File: src/rtl/score_pkg.sv
`default_nettype none
// +----------------------------------------------------------------------------+
// | Module  : score_pkg                                                         |
// | Purpose : Shared types and constants for the Pong score/digit renderer:    |
// |           game state encoding, 7-segment bit indices, default window       |
// |           geometry and the digit-to-segment font function.                 |
// | Rev     : 1.0  initial release                                              |
// +----------------------------------------------------------------------------+
package score_pkg;

  // Game state encoding
  typedef enum logic [0:0] {
    ST_PLAY = 1'b0,
    ST_OVER = 1'b1
  } state_t;

  // Segment bit positions in the font word
  localparam int c_seg_top = 0;
  localparam int c_seg_ul  = 1;
  localparam int c_seg_ur  = 2;
  localparam int c_seg_mid = 3;
  localparam int c_seg_ll  = 4;
  localparam int c_seg_lr  = 5;
  localparam int c_seg_bot = 6;

  // Default digit window geometry (pixels)
  localparam int c_def_left_x0  = 256;
  localparam int c_def_right_x0 = 368;
  localparam int c_def_y0       = 32;
  localparam int c_def_seg_len  = 16;
  localparam int c_def_seg_w    = 4;

  // Decimal digit to lit-segment pattern; codes 10..15 draw nothing.
  function automatic logic [6:0] seg_font(input logic [3:0] digit);
    logic [6:0] v;
    case (digit)
      4'd0:    v = 7'h77;
      4'd1:    v = 7'h24;
      4'd2:    v = 7'h5D;
      4'd3:    v = 7'h6D;
      4'd4:    v = 7'h2E;
      4'd5:    v = 7'h6B;
      4'd6:    v = 7'h7B;
      4'd7:    v = 7'h25;
      4'd8:    v = 7'h7F;
      4'd9:    v = 7'h6F;
      default: v = 7'h00;
    endcase
    return v;
  endfunction

endpackage
`default_nettype wire

File: src/rtl/score_ctrl_font_rom.sv
`default_nettype none
// +----------------------------------------------------------------------------+
// | Module  : font_rom                                                          |
// | Purpose : 16-entry x 7-bit 7-segment glyph ROM with a registered address;  |
// |           data is valid one cycle after the address is presented.         |
// | Ports   : i_clk   - clock                                                  |
// |           i_rst   - synchronous active-high reset (clears address reg)     |
// |           i_addr  - digit code (4 bits)                                    |
// |           o_data  - segment pattern for the registered address (7 bits)    |
// | Rev     : 1.0  initial release                                              |
// +----------------------------------------------------------------------------+
module font_rom
  import score_pkg::*;
(
  input  logic       i_clk,
  input  logic       i_rst,
  input  logic [3:0] i_addr,
  output logic [6:0] o_data
);

  logic [3:0] r_addr;

  always_ff @(posedge i_clk) begin
    if (i_rst) begin
      r_addr <= '0;
    end else begin
      r_addr <= i_addr;
    end
  end

  assign o_data = seg_font(r_addr);

endmodule
`default_nettype wire

File: src/rtl/score_ctrl.sv
`default_nettype none
// +----------------------------------------------------------------------------+
// | Module  : score_ctrl                                                        |
// | Purpose : Pong score keeper and score-digit renderer. Counts points,       |
// |           detects the winner, and draws both score digits into the pixel   |
// |           stream by time-sharing one font_rom between the two windows.     |
// | Ports   : i_clk, i_rst            - clock, synchronous active-high reset   |
// |           i_pix_x, i_pix_y        - current pixel coordinate               |
// |           i_video_on              - pixel is visible                       |
// |           i_frame_tick            - one pulse per frame                    |
// |           i_point_left/right      - point scored pulses                    |
// |           i_new_game              - restart pulse                          |
// |           o_score_pix             - pixel on a lit segment (2-cycle lat.)  |
// |           o_score_left/right      - current scores                         |
// |           o_game_over, o_winner   - game end flag, 0 = left, 1 = right     |
// | Rev     : 1.0  initial release                                              |
// +----------------------------------------------------------------------------+
module score_ctrl
  import score_pkg::*;
#(
  parameter int H_BITS     = 10,
  parameter int V_BITS     = 10,
  parameter int LEFT_X0    = c_def_left_x0,
  parameter int RIGHT_X0   = c_def_right_x0,
  parameter int Y0         = c_def_y0,
  parameter int SEG_LEN    = c_def_seg_len,
  parameter int SEG_W      = c_def_seg_w,
  parameter int WIN_SCORE  = 9,
  parameter int BLINK_LOG2 = 5
) (
  input  logic              i_clk,
  input  logic              i_rst,
  input  logic [H_BITS-1:0] i_pix_x,
  input  logic [V_BITS-1:0] i_pix_y,
  input  logic              i_video_on,
  input  logic              i_frame_tick,
  input  logic              i_point_left,
  input  logic              i_point_right,
  input  logic              i_new_game,
  output logic              o_score_pix,
  output logic [3:0]        o_score_left,
  output logic [3:0]        o_score_right,
  output logic              o_game_over,
  output logic              o_winner
);

  localparam int LX_W = $clog2(SEG_LEN);
  localparam int LY_W = $clog2(2 * SEG_LEN);

  // ---------------------------------------------------------------------------
  // Registers
  // ---------------------------------------------------------------------------
  state_t              r_state;
  logic [3:0]          r_score_left;
  logic [3:0]          r_score_right;
  logic                r_winner;
  logic [BLINK_LOG2:0] r_blink;
  logic                r_hit;
  logic                r_side;       // 0 = left window, 1 = right window
  logic [LX_W-1:0]     r_lx;
  logic [LY_W-1:0]     r_ly;
  logic                r_score_pix;

  // ---------------------------------------------------------------------------
  // Game FSM next-state
  // ---------------------------------------------------------------------------
  state_t              w_state_nxt;
  logic [3:0]          w_left_nxt;
  logic [3:0]          w_right_nxt;
  logic                w_winner_nxt;
  logic [BLINK_LOG2:0] w_blink_nxt;
  logic [3:0]          w_left_inc;
  logic [3:0]          w_right_inc;
  logic                w_left_wins;
  logic                w_right_wins;

  assign w_left_inc   = r_score_left  + {3'b000, i_point_left};
  assign w_right_inc  = r_score_right + {3'b000, i_point_right};
  assign w_left_wins  = (w_left_inc  == 4'(WIN_SCORE));
  assign w_right_wins = (w_right_inc == 4'(WIN_SCORE));

  always_comb begin
    w_state_nxt  = r_state;
    w_left_nxt   = r_score_left;
    w_right_nxt  = r_score_right;
    w_winner_nxt = r_winner;
    w_blink_nxt  = r_blink;
    case (r_state)
      ST_PLAY: begin
        if (i_new_game) begin
          w_left_nxt  = '0;
          w_right_nxt = '0;
        end else begin
          w_left_nxt  = w_left_inc;
          w_right_nxt = w_right_inc;
          if (w_left_wins || w_right_wins) begin
            w_state_nxt  = ST_OVER;
            // A simultaneous win goes to the left player.
            w_winner_nxt = ~w_left_wins;
          end
        end
      end
      ST_OVER: begin
        if (i_new_game) begin
          w_state_nxt  = ST_PLAY;
          w_left_nxt   = '0;
          w_right_nxt  = '0;
          w_winner_nxt = 1'b0;
        end else if (i_frame_tick) begin
          w_blink_nxt = r_blink + 1'b1;
        end
      end
      default: w_state_nxt = ST_PLAY;
    endcase
    // The blink phase always restarts from zero for the next game.
    if (w_state_nxt != ST_OVER) begin
      w_blink_nxt = '0;
    end
  end

  // ---------------------------------------------------------------------------
  // Pixel stage S0: window decode and ROM address
  // ---------------------------------------------------------------------------
  logic              w_in_rows;
  logic              w_in_left;
  logic              w_in_right;
  logic [H_BITS-1:0] w_x0;
  logic [LX_W-1:0]   w_lx;
  logic [LY_W-1:0]   w_ly;
  logic [3:0]        w_rom_addr;
  logic [6:0]        w_rom_data;

  assign w_in_rows  = (i_pix_y >= V_BITS'(Y0)) &&
                      (i_pix_y <  V_BITS'(Y0 + 2 * SEG_LEN));
  assign w_in_left  = w_in_rows && (i_pix_x >= H_BITS'(LEFT_X0)) &&
                      (i_pix_x < H_BITS'(LEFT_X0 + SEG_LEN));
  assign w_in_right = w_in_rows && (i_pix_x >= H_BITS'(RIGHT_X0)) &&
                      (i_pix_x < H_BITS'(RIGHT_X0 + SEG_LEN));

  assign w_x0       = w_in_right ? H_BITS'(RIGHT_X0) : H_BITS'(LEFT_X0);
  // Offsets are only meaningful inside a window, where they fit the narrow width.
  assign w_lx       = LX_W'(i_pix_x - w_x0);
  assign w_ly       = LY_W'(i_pix_y - V_BITS'(Y0));
  assign w_rom_addr = w_in_right ? r_score_right : r_score_left;

  font_rom u_font_rom (
    .i_clk  (i_clk),
    .i_rst  (i_rst),
    .i_addr (w_rom_addr),
    .o_data (w_rom_data)
  );

  // ---------------------------------------------------------------------------
  // Pixel stage S1: segment geometry against the ROM glyph
  // ---------------------------------------------------------------------------
  logic       w_top;
  logic       w_mid;
  logic       w_bot;
  logic       w_lcol;
  logic       w_rcol;
  logic       w_upper;
  logic [6:0] w_seg_mask;
  logic       w_blank;
  logic       w_pix_nxt;

  assign w_top   = (r_ly <  LY_W'(SEG_W));
  assign w_mid   = (r_ly >= LY_W'(SEG_LEN - SEG_W / 2)) &&
                   (r_ly <  LY_W'(SEG_LEN + SEG_W / 2));
  assign w_bot   = (r_ly >= LY_W'(2 * SEG_LEN - SEG_W));
  assign w_lcol  = (r_lx <  LX_W'(SEG_W));
  assign w_rcol  = (r_lx >= LX_W'(SEG_LEN - SEG_W));
  assign w_upper = (r_ly <  LY_W'(SEG_LEN));

  always_comb begin
    w_seg_mask            = '0;
    w_seg_mask[c_seg_top] = w_top;
    w_seg_mask[c_seg_ul]  = w_lcol &  w_upper;
    w_seg_mask[c_seg_ur]  = w_rcol &  w_upper;
    w_seg_mask[c_seg_mid] = w_mid;
    w_seg_mask[c_seg_ll]  = w_lcol & ~w_upper;
    w_seg_mask[c_seg_lr]  = w_rcol & ~w_upper;
    w_seg_mask[c_seg_bot] = w_bot;
  end

  // The winner's digit is hidden during the upper half of the blink period.
  assign w_blank   = (r_state == ST_OVER) && (r_side == r_winner) &&
                     r_blink[BLINK_LOG2];
  assign w_pix_nxt = r_hit && (|(w_rom_data & w_seg_mask)) && !w_blank;

  // ---------------------------------------------------------------------------
  // Sequential state
  // ---------------------------------------------------------------------------
  always_ff @(posedge i_clk) begin
    if (i_rst) begin
      r_state       <= ST_PLAY;
      r_score_left  <= '0;
      r_score_right <= '0;
      r_winner      <= 1'b0;
      r_blink       <= '0;
      r_hit         <= 1'b0;
      r_side        <= 1'b0;
      r_lx          <= '0;
      r_ly          <= '0;
      r_score_pix   <= 1'b0;
    end else begin
      r_state       <= w_state_nxt;
      r_score_left  <= w_left_nxt;
      r_score_right <= w_right_nxt;
      r_winner      <= w_winner_nxt;
      r_blink       <= w_blink_nxt;
      r_hit         <= (w_in_left | w_in_right) & i_video_on;
      r_side        <= w_in_right;
      r_lx          <= w_lx;
      r_ly          <= w_ly;
      r_score_pix   <= w_pix_nxt;
    end
  end

  assign o_score_pix   = r_score_pix;
  assign o_score_left  = r_score_left;
  assign o_score_right = r_score_right;
  assign o_game_over   = (r_state == ST_OVER);
  assign o_winner      = r_winner;

endmodule
`default_nettype wire

File: config.mk
export PLATFORM = sky130hd
export DESIGN_NAME = score_ctrl
export DESIGN_NICKNAME = d
export VERILOG_FILES = /design/src/rtl/score_pkg.sv /design/src/rtl/score_ctrl_font_rom.sv /design/src/rtl/score_ctrl.sv
export SDC_FILE = /design/constraint.sdc
export NUM_CORES = 1
export LEC_CHECK = 0
export CELL_PAD_IN_SITES_DETAIL_PLACEMENT = 0
export CELL_PAD_IN_SITES_GLOBAL_PLACEMENT = 2
export CORE_MARGIN = 5
export CORE_UTILIZATION = 25
export DETAILED_ROUTE_END_ITERATION = 6
export HOLD_SLACK_MARGIN = 0.12
export PLACE_DENSITY = 0.65
export SYNTH_ARGS = -nofsm -noshare
export SYNTH_HDL_FRONTEND = slang
export SYNTH_HIERARCHICAL = 1
export SYNTH_SLANG_ARGS = --single-unit
File: constraint.sdc
create_clock -name i_clk -period 3.1 [get_ports i_clk]
set_clock_uncertainty 0.15 [all_clocks]
set_input_delay 0.465 -clock i_clk [delete_from_list [all_inputs] [get_ports i_clk]]
set_output_delay 0.465 -clock i_clk [all_outputs]
set_load 0.05 [all_outputs]
==> results of run 1 <==
how the worst max path moves through the flow:
| stage | to | cells after the start |
|---|---|---|
| finish | u_font_rom/o_data[3] | 9 |
| global placement | u_font_rom/o_data[3] | 9 |
| global route | u_font_rom/o_data[0] | 10 |
| detailed placement | u_font_rom/o_data[3] | 9 |
| floorplan | u_font_rom/o_data[3] | 8 |
| CTS | u_font_rom/o_data[3] | 9 |
layout by cell type, fill, tap and decap left out, types with 5 or more instances in the layout:
master and count:
clkdlybuf4s50_1 34, dfxtp_1 32, nor2_1 15, ha_1 11, nor2b_1 10, xnor2_1 9
nor3_1 8, nand2_1 7, inv_1 7, nand3_1 5, mux2i_1 5, clkbuf_8 5
buf_4 5
cell type report:
type                            instances  share of cell area, %
Inverter                                7                   1.20
Timing Repair Buffer                   39                   17.3
Multi-Input combinational cell        123                   42.7
Clock inverter                          3                   1.95
Tap cell                               77                   4.41
Sequential cell                        32                   29.3
Clock buffer                            5                   3.15
worst register-to-register path: stages, from the launching register on:
cell,delay [ns]
dfxtp_1,0.33
ha_1,0.20
ha_1,0.20
xor2_1,0.14
nor3b_1,0.44
a221oi_2,0.24
nor3_1,0.21
per-layer routing:
metal / GRT usage, % / wire (um) / up-vias
li1: - / - / 671
met1: 10.9 / 1730 / 582
met2: 14.8 / 1640 / 26
met3: 2.56 / 154 / 5
met4: 3.67 / 48 / 0
met5: 0 / 0 / -
Yosys cell counts, types with 3 or more instances:
master / number
dfxtp_1: 32
nor2_1: 15
ha_1: 11
nor2b_1: 10
xnor2_1: 9
nor3_1: 8
inv_1: 7
nand2_1: 7
mux2i_1: 5
nand3_1: 5
mux2_2: 4
xor2_1: 4
a21oi_1: 3
buf_6: 3
clkbuf_1: 3
nand4_1: 3
o21ai_0: 3
or3_1: 3
registers in the layout, summed over array words and instances (netlist names):
register and flops:
o_winner 1, r_lx 2, r_ly 4, o_score_pix 1, o_score_left 4, u_font_rom/o_data 7
r_hit 1, o_score_right 4, r_side 1, r_blink 6, o_game_over 1
through the flow:
step           hold WS, ns  cell area, sq um  util [%]
3_3_place_gp         0.371              2080      32.5
3_5_place_dp         0.382              2080      32.5
5_1_grt              0.429              2190      34.2
4_1_cts              0.392              2190      34.2
6_report             0.382              2190      34.2
2_1_floorplan        0.354              1650         -
logic make-up (layout without fill, tap and decap cells):
| family | after synthesis | after routing |
|---|---|---|
| flip-flops | 32 | 32 |
| buffers and inverters | 14 | 54 |
| AO/OA/AOI/OAI | 19 | 19 |
| adder cells (fa/ha/maj) | 12 | 12 |
| AND/OR/NAND/NOR | 70 | 70 |
| XOR/XNOR | 13 | 13 |
| multiplexers | 9 | 9 |
power by group:
group | total [W] | internal [W] | switching [W]
clock | 0.000395 | 0.000238 | 0.000158
combinational | 0.0000832 | 0.0000472 | 0.0000359
sequential | 0.000425 | 0.000419 | 0.00000557
==> impl_metrics.json, run 1 <==
{
  "die_w_um": 91.3,
  "maxSlewHeadroom_pct": 60.9,
  "crit_fanout": 3,
  "vdd_drop_max_mv": 0.176,
  "htreeDepth": 2,
  "syn_nets": 207,
  "final-hold-violation-count": 0,
  "start_util_pct": 25.9,
  "critPathBufInv": 1,
  "critPathMaxStageDelay_ns": 0.49,
  "power_density_mw_per_mm2": 413,
  "synth_xor_area_share_pct": 6.89,
  "worst_slack_ns": 0.305,
  "hold_depth": 2,
  "period_share_pct": 90.2,
  "cp_cell_sequence": "clkdlybuf4s50_1 > nor4b_2 > and4b_1 > nand4_2 > mux2_2 > and2b_2 > ha_1 > or4b_4 > o31ai_1",
  "rsz0062_at_grt": "false",
  "r2r-start": "o_score_right[0]",
  "vias": 1284,
  "status": "finished, final reports clean",
  "antenna_found_initial": 0,
  "ys_types": 46,
  "core_area_sq_mm": 0.00639,
  "reg2reg_slack_ns": 1.11,
  "multi_input_area_sq_um": 935,
  "overflow": 0,
  "cts.clk_slew.worst_paths_ns": 0.07,
  "start_kind": "input pin",
  "drt_iter0_drc": 29,
  "gp_congestion": 0.721,
  "syn_to_final_growth_pct": 32.4,
  "clk_path_buf_depth": 2,
  "setup.worst_path.end_class": "register",
  "ctsHoldBuffers": 0,
  "fmax_mhz": 358,
  "ys_ff_latch": 32,
  "setup_violations": 0,
  "yosysSeqAreaShare_pct": 38.8,
  "cts_setup_buffers": 0,
  "setup.worst_path.class": "input pin to register",
  "viasPerCell": 4.49,
  "synthArstFlopShare_pct": 0,
  "antenna_cells": 0,
  "clkLatencyLatePin_ns": 0.28,
  "syn_inst": 169,
  "drt-wirelength-per-cell_um": 12.5,
  "synth.area.top_cells": "dfxtp_1 39%, ha_1 8.3%, xnor2_1 4.8%, nor2b_1 3.8%, nor2_1 3.4%",
  "grt_usage_pct": 8.95,
  "hold_path.startpoint": "o_score_left[3]",
  "synthSimpleGateAreaFrac_pct": 26.1,
  "die_area_sq_mm": 0.00833,
  "fin_total_pwr_w": 0.000903,
  "synth_compound_area_share_pct": 8.86,
  "cts_resized": 0,
  "tightestPinTransition_ns": 0.587,
  "grt_pass1_vias": 1326,
  "cp_slowest_cell": "or4b_4",
  "synth_edf_count": 0,
  "worstPathRequired_ns": 3.14,
  "yosysTopAreaCell": "dfxtp_1",
  "die_h_um": 91.3,
  "drt-pass1-iter-count": 2,
  "finalSetupTns_ns": 0,
  "drive_gt1_share_pct": 14.4,
  "grt_max_degree": 17,
  "synth_top_family_by_area": "simple AND/OR/NAND/NOR gates",
  "io_buffers": 34,
  "dpl.hpwl_um": 2770,
  "critPathLaunch": "i_pix_y[8]",
  "pre_cts_ws_ns": -0.0256,
  "ff_latch_area_sq_um": 641,
  "hold_path_end": "o_score_left[3]",
  "yosys.area_share.adder_pct": 8.94,
  "post-place-cells": 278,
  "hp-class": "register to register",
  "drv_slew": 0,
  "instances_no_fill": 286,
  "synthMuxAreaShare_pct": 5.76,
  "cp_top_family": "simple AND/OR/NAND/NOR gates",
  "syn_area_sq_mm": 0.00165,
  "period_minus_slack_ns": 2.79,
  "cts.sinks": 32,
  "cp.arrival_ns": 2.84,
  "nets": 246,
  "grt_pass1_wl_um": 6090,
  "synth_top_area_share_pct": 38.8,
  "reg2reg_depth": 6,
  "clk_root_buffer_cell": "clkbuf_8",
  "fillers": 655,
  "rows": 29,
  "numCtsBuffers": 5,
  "synth_ff_type": "dfxtp_1",
  "ant_nets": 0,
  "r2r_end": "r_blink[1]",
  "p_leak_nw": 0.817,
  "drv_cap": 0,
  "drc": 0,
  "yosys_warnings": 6,
  "synth.avg_cell_area_sq_um": 9.77,
  "design.portCount": 38,
  "cts_tree": "built",
  "finalWirelength_um": 3570
}
(Power assumes the default switching activity.)
==> inputs of run 2 (changes only) <==
==> constraint.sdc (replaced) <==
create_clock -name i_clk -period 3.6 [get_ports i_clk]
set_clock_uncertainty 0.15 [all_clocks]
set_input_delay 0.54 -clock i_clk [delete_from_list [all_inputs] [get_ports i_clk]]
set_output_delay 0.54 -clock i_clk [all_outputs]
set_load 0.05 [all_outputs]
==> impl_metrics.json, run 2 (synthesized netlist as in run 1, its figures left out) <==
{
  "post-place-cells": 275,
  "clk_path_buf_depth": 2,
  "ctsHoldBuffers": 0,
  "critPathMaxStageDelay_ns": 0.49,
  "ff_latch_area_sq_um": 641,
  "syn_to_final_growth_pct": 29.0,
  "p_leak_nw": 0.789,
  "status": "finished, final reports clean",
  "cp_cell_sequence": "clkdlybuf4s50_1 > nor4b_2 > and4b_1 > nand4_2 > mux2_2 > and2b_2 > ha_1 > or4b_4 > o31ai_1",
  "cts_resized": 0,
  "critPathBufInv": 1,
  "htreeDepth": 2,
  "dpl.hpwl_um": 2790,
  "mostFrequentLayoutCell": "clkdlybuf4s50_1",
  "grt_pass1_vias": 1333,
  "period_minus_slack_ns": 3.04,
  "crit_fanout": 5,
  "drt-wirelength-per-cell_um": 12.9,
  "die_w_um": 91.3,
  "drv_cap": 0,
  "final-hold-violation-count": 0,
  "die_area_sq_mm": 0.00833,
  "die_h_um": 91.3,
  "start_kind": "input pin",
  "drive_gt1_share_pct": 12.2,
  "overflow": 0,
  "pre_cts_ws_ns": 0.237,
  "cts_tree": "built",
  "largest_register_ffs": 7,
  "core_area_sq_mm": 0.00639,
  "nets": 243,
  "final_cell_mix": "34 x clkdlybuf4s50_1, 32 x dfxtp_1, 15 x nor2_1",
  "vias": 1292,
  "cp_slowest_cell": "or4b_4",
  "clk_root_buffer_cell": "clkbuf_8",
  "fillers": 676,
  "cts.sinks": 32,
  "cts_setup_buffers": 0,
  "setup.worst_path.end_class": "register",
  "worstPathRequired_ns": 3.64,
  "io_buffers": 34,
  "setup.worst_path.class": "input pin to register",
  "setup_violations": 0,
  "rows": 29,
  "rsz0062_at_grt": "false",
  "antenna_found_initial": 0,
  "period_share_pct": 84.3,
  "hp-class": "register to register",
  "gp_congestion": 0.713,
  "antenna_cells": 0,
  "grt_max_degree": 17,
  "grt_usage_pct": 9.08,
  "clkLatencyLatePin_ns": 0.28,
  "ant_nets": 0,
  "tightestPinTransition_ns": 0.568,
  "maxSlewHeadroom_pct": 62.1,
  "reg2reg_slack_ns": 1.62,
  "power_density_mw_per_mm2": 324,
  "drv_slew": 0,
  "design.portCount": 38,
  "finalWirelength_um": 3630,
  "fmax_mhz": 329,
  "multi_input_area_sq_um": 935,
  "viasPerCell": 4.58,
  "drt_iter0_drc": 89,
  "grt_pass1_wl_um": 6130,
  "vdd_drop_max_mv": 0.132,
  "numCtsBuffers": 5,
  "start_util_pct": 25.9,
  "drt-pass1-iter-count": 4,
  "cp_top_family": "simple AND/OR/NAND/NOR gates",
  "cp.arrival_ns": 3.08,
  "instances_no_fill": 282,
  "drc": 0,
  "worst_slack_ns": 0.564,
  "finalSetupTns_ns": 0,
  "cts.clk_slew.worst_paths_ns": 0.06
}
==> run 2: cell types whose count changed in the layout (fill, tap and decap cells not counted), sizes merged <==
cell and delta:
clkbuf +1, buf -3, clkinvlp -1, bufinv -1
==> run 2: layout make-up <==
| class | instances | area share (%) |
|---|---|---|
| clock buffer | 6 | 3.41 |
| clock inverter | 1 | 0.235 |
| inverter | 7 | 1.23 |
| multi-input combinational | 123 | 43.9 |
| sequential | 32 | 30.1 |
| tap | 77 | 4.52 |
| timing repair buffer | 36 | 16.7 |
==> run 2: tightest hold or removal path: stages, from the launching register on <==
cell,delay (ns)
dfxtp_1,0.35
o21ai_0,0.08
a21oi_1,0.06
==> run 2: final timing paths <==
path | to | start | cells after the start
min reg2reg | o_score_left[3] | o_score_left[3] | 2
min | o_score_left[3] | o_score_left[3] | 2
max | u_font_rom/o_data[3] | i_pix_y[8] | 9
max reg2reg | r_blink[4] | o_score_right[0] | 6
==> run 2: through the flow <==
step | hold WS (ns) | total power (W) | util [%] | area (sq um)
2_1_floorplan | 0.354 | 0.000408 | - | 1650
3_3_place_gp | 0.372 | 0.000445 | 32.2 | 2050
3_5_place_dp | 0.382 | 0.000446 | 32.2 | 2050
4_1_cts | 0.395 | 0.000703 | 33.4 | 2130
5_1_grt | 0.419 | 0.000734 | 33.4 | 2130
6_report | 0.386 | 0.000690 | 33.4 | 2130
==> run 2: where the power goes <==
| group | switching [W] | total, W | internal (W) |
|---|---|---|---|
| clock network | 0.000122 | 0.000253 | 0.000131 |
| registers | 0.00000496 | 0.000366 | 0.000361 |
| logic | 0.0000308 | 0.0000713 | 0.0000404 |
| total | 0.000158 | 0.000690 | 0.000533 |
==> run 2: metal layers <==
layer,up-vias,part of all wire (%),track usage [%]
met2,31,46,14.7
met4,0,1.2,3.79
met3,8,4.9,2.89
met1,583,47,11.1
li1,670,-,-
met5,-,0,0
==> inputs of run 3 (changes only) <==
--- a/config.mk
+++ b/config.mk
@@ -11,7 +11,7 @@
 export CORE_UTILIZATION = 25
 export DETAILED_ROUTE_END_ITERATION = 6
 export HOLD_SLACK_MARGIN = 0.12
-export PLACE_DENSITY = 0.65
+export PLACE_DENSITY = 0.68
 export SYNTH_ARGS = -nofsm -noshare
 export SYNTH_HDL_FRONTEND = slang
 export SYNTH_HIERARCHICAL = 1
==> constraint.sdc (replaced) <==
create_clock -name i_clk -period 2.55 [get_ports i_clk]
set_clock_uncertainty 0.15 [all_clocks]
set_input_delay 0.3825 -clock i_clk [delete_from_list [all_inputs] [get_ports i_clk]]
set_output_delay 0.3825 -clock i_clk [all_outputs]
set_load 0.05 [all_outputs]
==> impl_metrics.json, run 3 (synthesized netlist as in run 1, its figures left out) <==
{
  "htreeDepth": 2,
  "p_leak_nw": 0.924,
  "mostFrequentLayoutCell": "dfxtp_1",
  "start_kind": "input pin",
  "die_h_um": 91.3,
  "core_area_sq_mm": 0.00639,
  "overflow": 0,
  "fillers": 652,
  "setup_violations": 0,
  "numCtsBuffers": 5,
  "antenna_found_initial": 0,
  "multi_input_area_sq_um": 978,
  "cts.clk_slew.worst_paths_ns": 0.07,
  "viasPerCell": 4.44,
  "clk_root_buffer_cell": "clkbuf_8",
  "finalSetupTns_ns": 0,
  "p_int_w": 0.000763,
  "drt_iter0_drc": 46,
  "clockPowerShare_pct": 37.8,
  "rows": 29,
  "fmax_mhz": 410,
  "drv_cap": 0,
  "drt-wirelength-per-cell_um": 12.3,
  "worstPathRequired_ns": 2.60,
  "hold_ws_ns": 0.391,
  "instances_no_fill": 304,
  "dpl.hpwl_um": 2860,
  "ant_nets": 0,
  "syn_to_final_growth_pct": 42.0,
  "grt_pass1_vias": 1441,
  "status": "finished, final reports clean",
  "cts.sinks": 32,
  "tightestPinTransition_ns": 0.507,
  "cp.arrival_ns": 2.49,
  "utilization_pct": 36.7,
  "ff_latch_area_sq_um": 641,
  "die_area_sq_mm": 0.00833,
  "grt_usage_pct": 9.56,
  "final-hold-violation-count": 0,
  "clkLatencyLatePin_ns": 0.28,
  "period_minus_slack_ns": 2.44,
  "dpl_cell_area_sq_mm": 0.00218,
  "final_cell_mix": "32 x dfxtp_1, 28 x clkdlybuf4s50_1, 23 x buf_4",
  "pwr-share-seq_pct": 51.3,
  "netSwitchingFraction_pct": 24.3,
  "rsz0062_at_grt": "false",
  "vdd_drop_max_mv": 0.189,
  "setup.worst_path.class": "input pin to register",
  "largest_register_ffs": 7,
  "vias": 1349,
  "die_w_um": 91.3,
  "power_density_mw_per_mm2": 430,
  "io_buffers": 34,
  "grt_pass1_wl_um": 6620,
  "combPwrFrac_pct": 11.0,
  "crit_fanout": 3,
  "p_sw_w": 0.000245,
  "design.portCount": 38,
  "clk_path_buf_depth": 2,
  "antenna_cells": 0,
  "drv_slew": 0,
  "period_share_pct": 95.6,
  "maxSlewHeadroom_pct": 66.1,
  "finalWirelength_um": 3740,
  "nets": 264,
  "cts_tree": "built",
  "design_area_sq_mm": 0.00234,
  "drc": 0,
  "start_util_pct": 25.9,
  "drt-pass1-iter-count": 2,
  "ctsHoldBuffers": 0,
  "gp_congestion": 0.707,
  "post-place-cells": 292,
  "grt_max_degree": 20,
  "hp-class": "register to register",
  "drive_gt1_share_pct": 22.5,
  "setup.worst_path.end_class": "register"
}
## run 3: cell count changes in the layout (fill, tap and decap cells not counted), sizes merged
cell / delta
buf: +21
clkbuf: -1
dlymetal6s2s: +2
clkdlybuf4s50: -6
dlygate4sd2: +2
clkdlybuf4s15: +2
clkinv: +2
## run 3: area by class of cell
class	count	share of cell area [%]
clock buffer	5	2.93
timing repair buffer	57	22.0
sequential	32	27.3
multi-input combinational	123	41.7
tap	77	4.11
inverter	7	1.12
clock inverter	3	0.800
## run 3: worst paths after layout
path / start / slack (ns) / cells past startpoint / end
worst max-delay path: i_pix_x[8] / 0.11 / 8 / u_font_rom/o_data[3]
worst min-delay path: o_score_right[3] / 0.39 / 2 / o_score_right[3]
worst min register to register: o_score_right[3] / 0.39 / 2 / o_score_right[3]
worst max register to register: o_score_right[0] / 0.57 / 8 / r_blink[4]
## run 3: critical path: stages
cell	delay (ns)
clkdlybuf4s50_1	0.45
and4b_2	0.27
nand4_4	0.10
mux2_4	0.32
and2b_2	0.23
ha_4	0.16
or4b_4	0.51
o31ai_4	0.07
## run 3: metal layers
metal | vias to the layer above | GRT usage [%] | wire (um)
li1 | 712 | - | -
met1 | 607 | 12.3 | 1770
met2 | 28 | 15.1 | 1730
met3 | 2 | 3.22 | 202
met4 | 0 | 2.93 | 27
met5 | - | 0 | 0
## run 3: what timing repair did
| item | in CTS | in global routing |
|---|---|---|
| setup endpoints to repair | 5 | 7 |
| pin swaps | 5 | 7 |
| setup buffers | 2 | 2 |
| endpoints found under the hold margin | 0 | 0 |
| gates resized for setup | 7 | 9 |
## run 3: stage by stage
step,total power [W],worst slack (ns)
finish,0.00101,0.112
detailed placement,0.000640,-0.447
CTS,0.00103,0.00562
global route,0.00106,0.0222
floorplan,0.000576,0.00311
global placement,0.000640,-0.392
## run 3: power groups by stage
stage / clock network (W) / logic, W / registers, W
floorplan: 0 / 0.0000416 / 0.000534
global placement: 0 / 0.000112 / 0.000529
detailed placement: 0 / 0.000111 / 0.000529
CTS: 0.000398 / 0.000111 / 0.000517
global route: 0.000415 / 0.000123 / 0.000518
finish: 0.000381 / 0.000111 / 0.000517
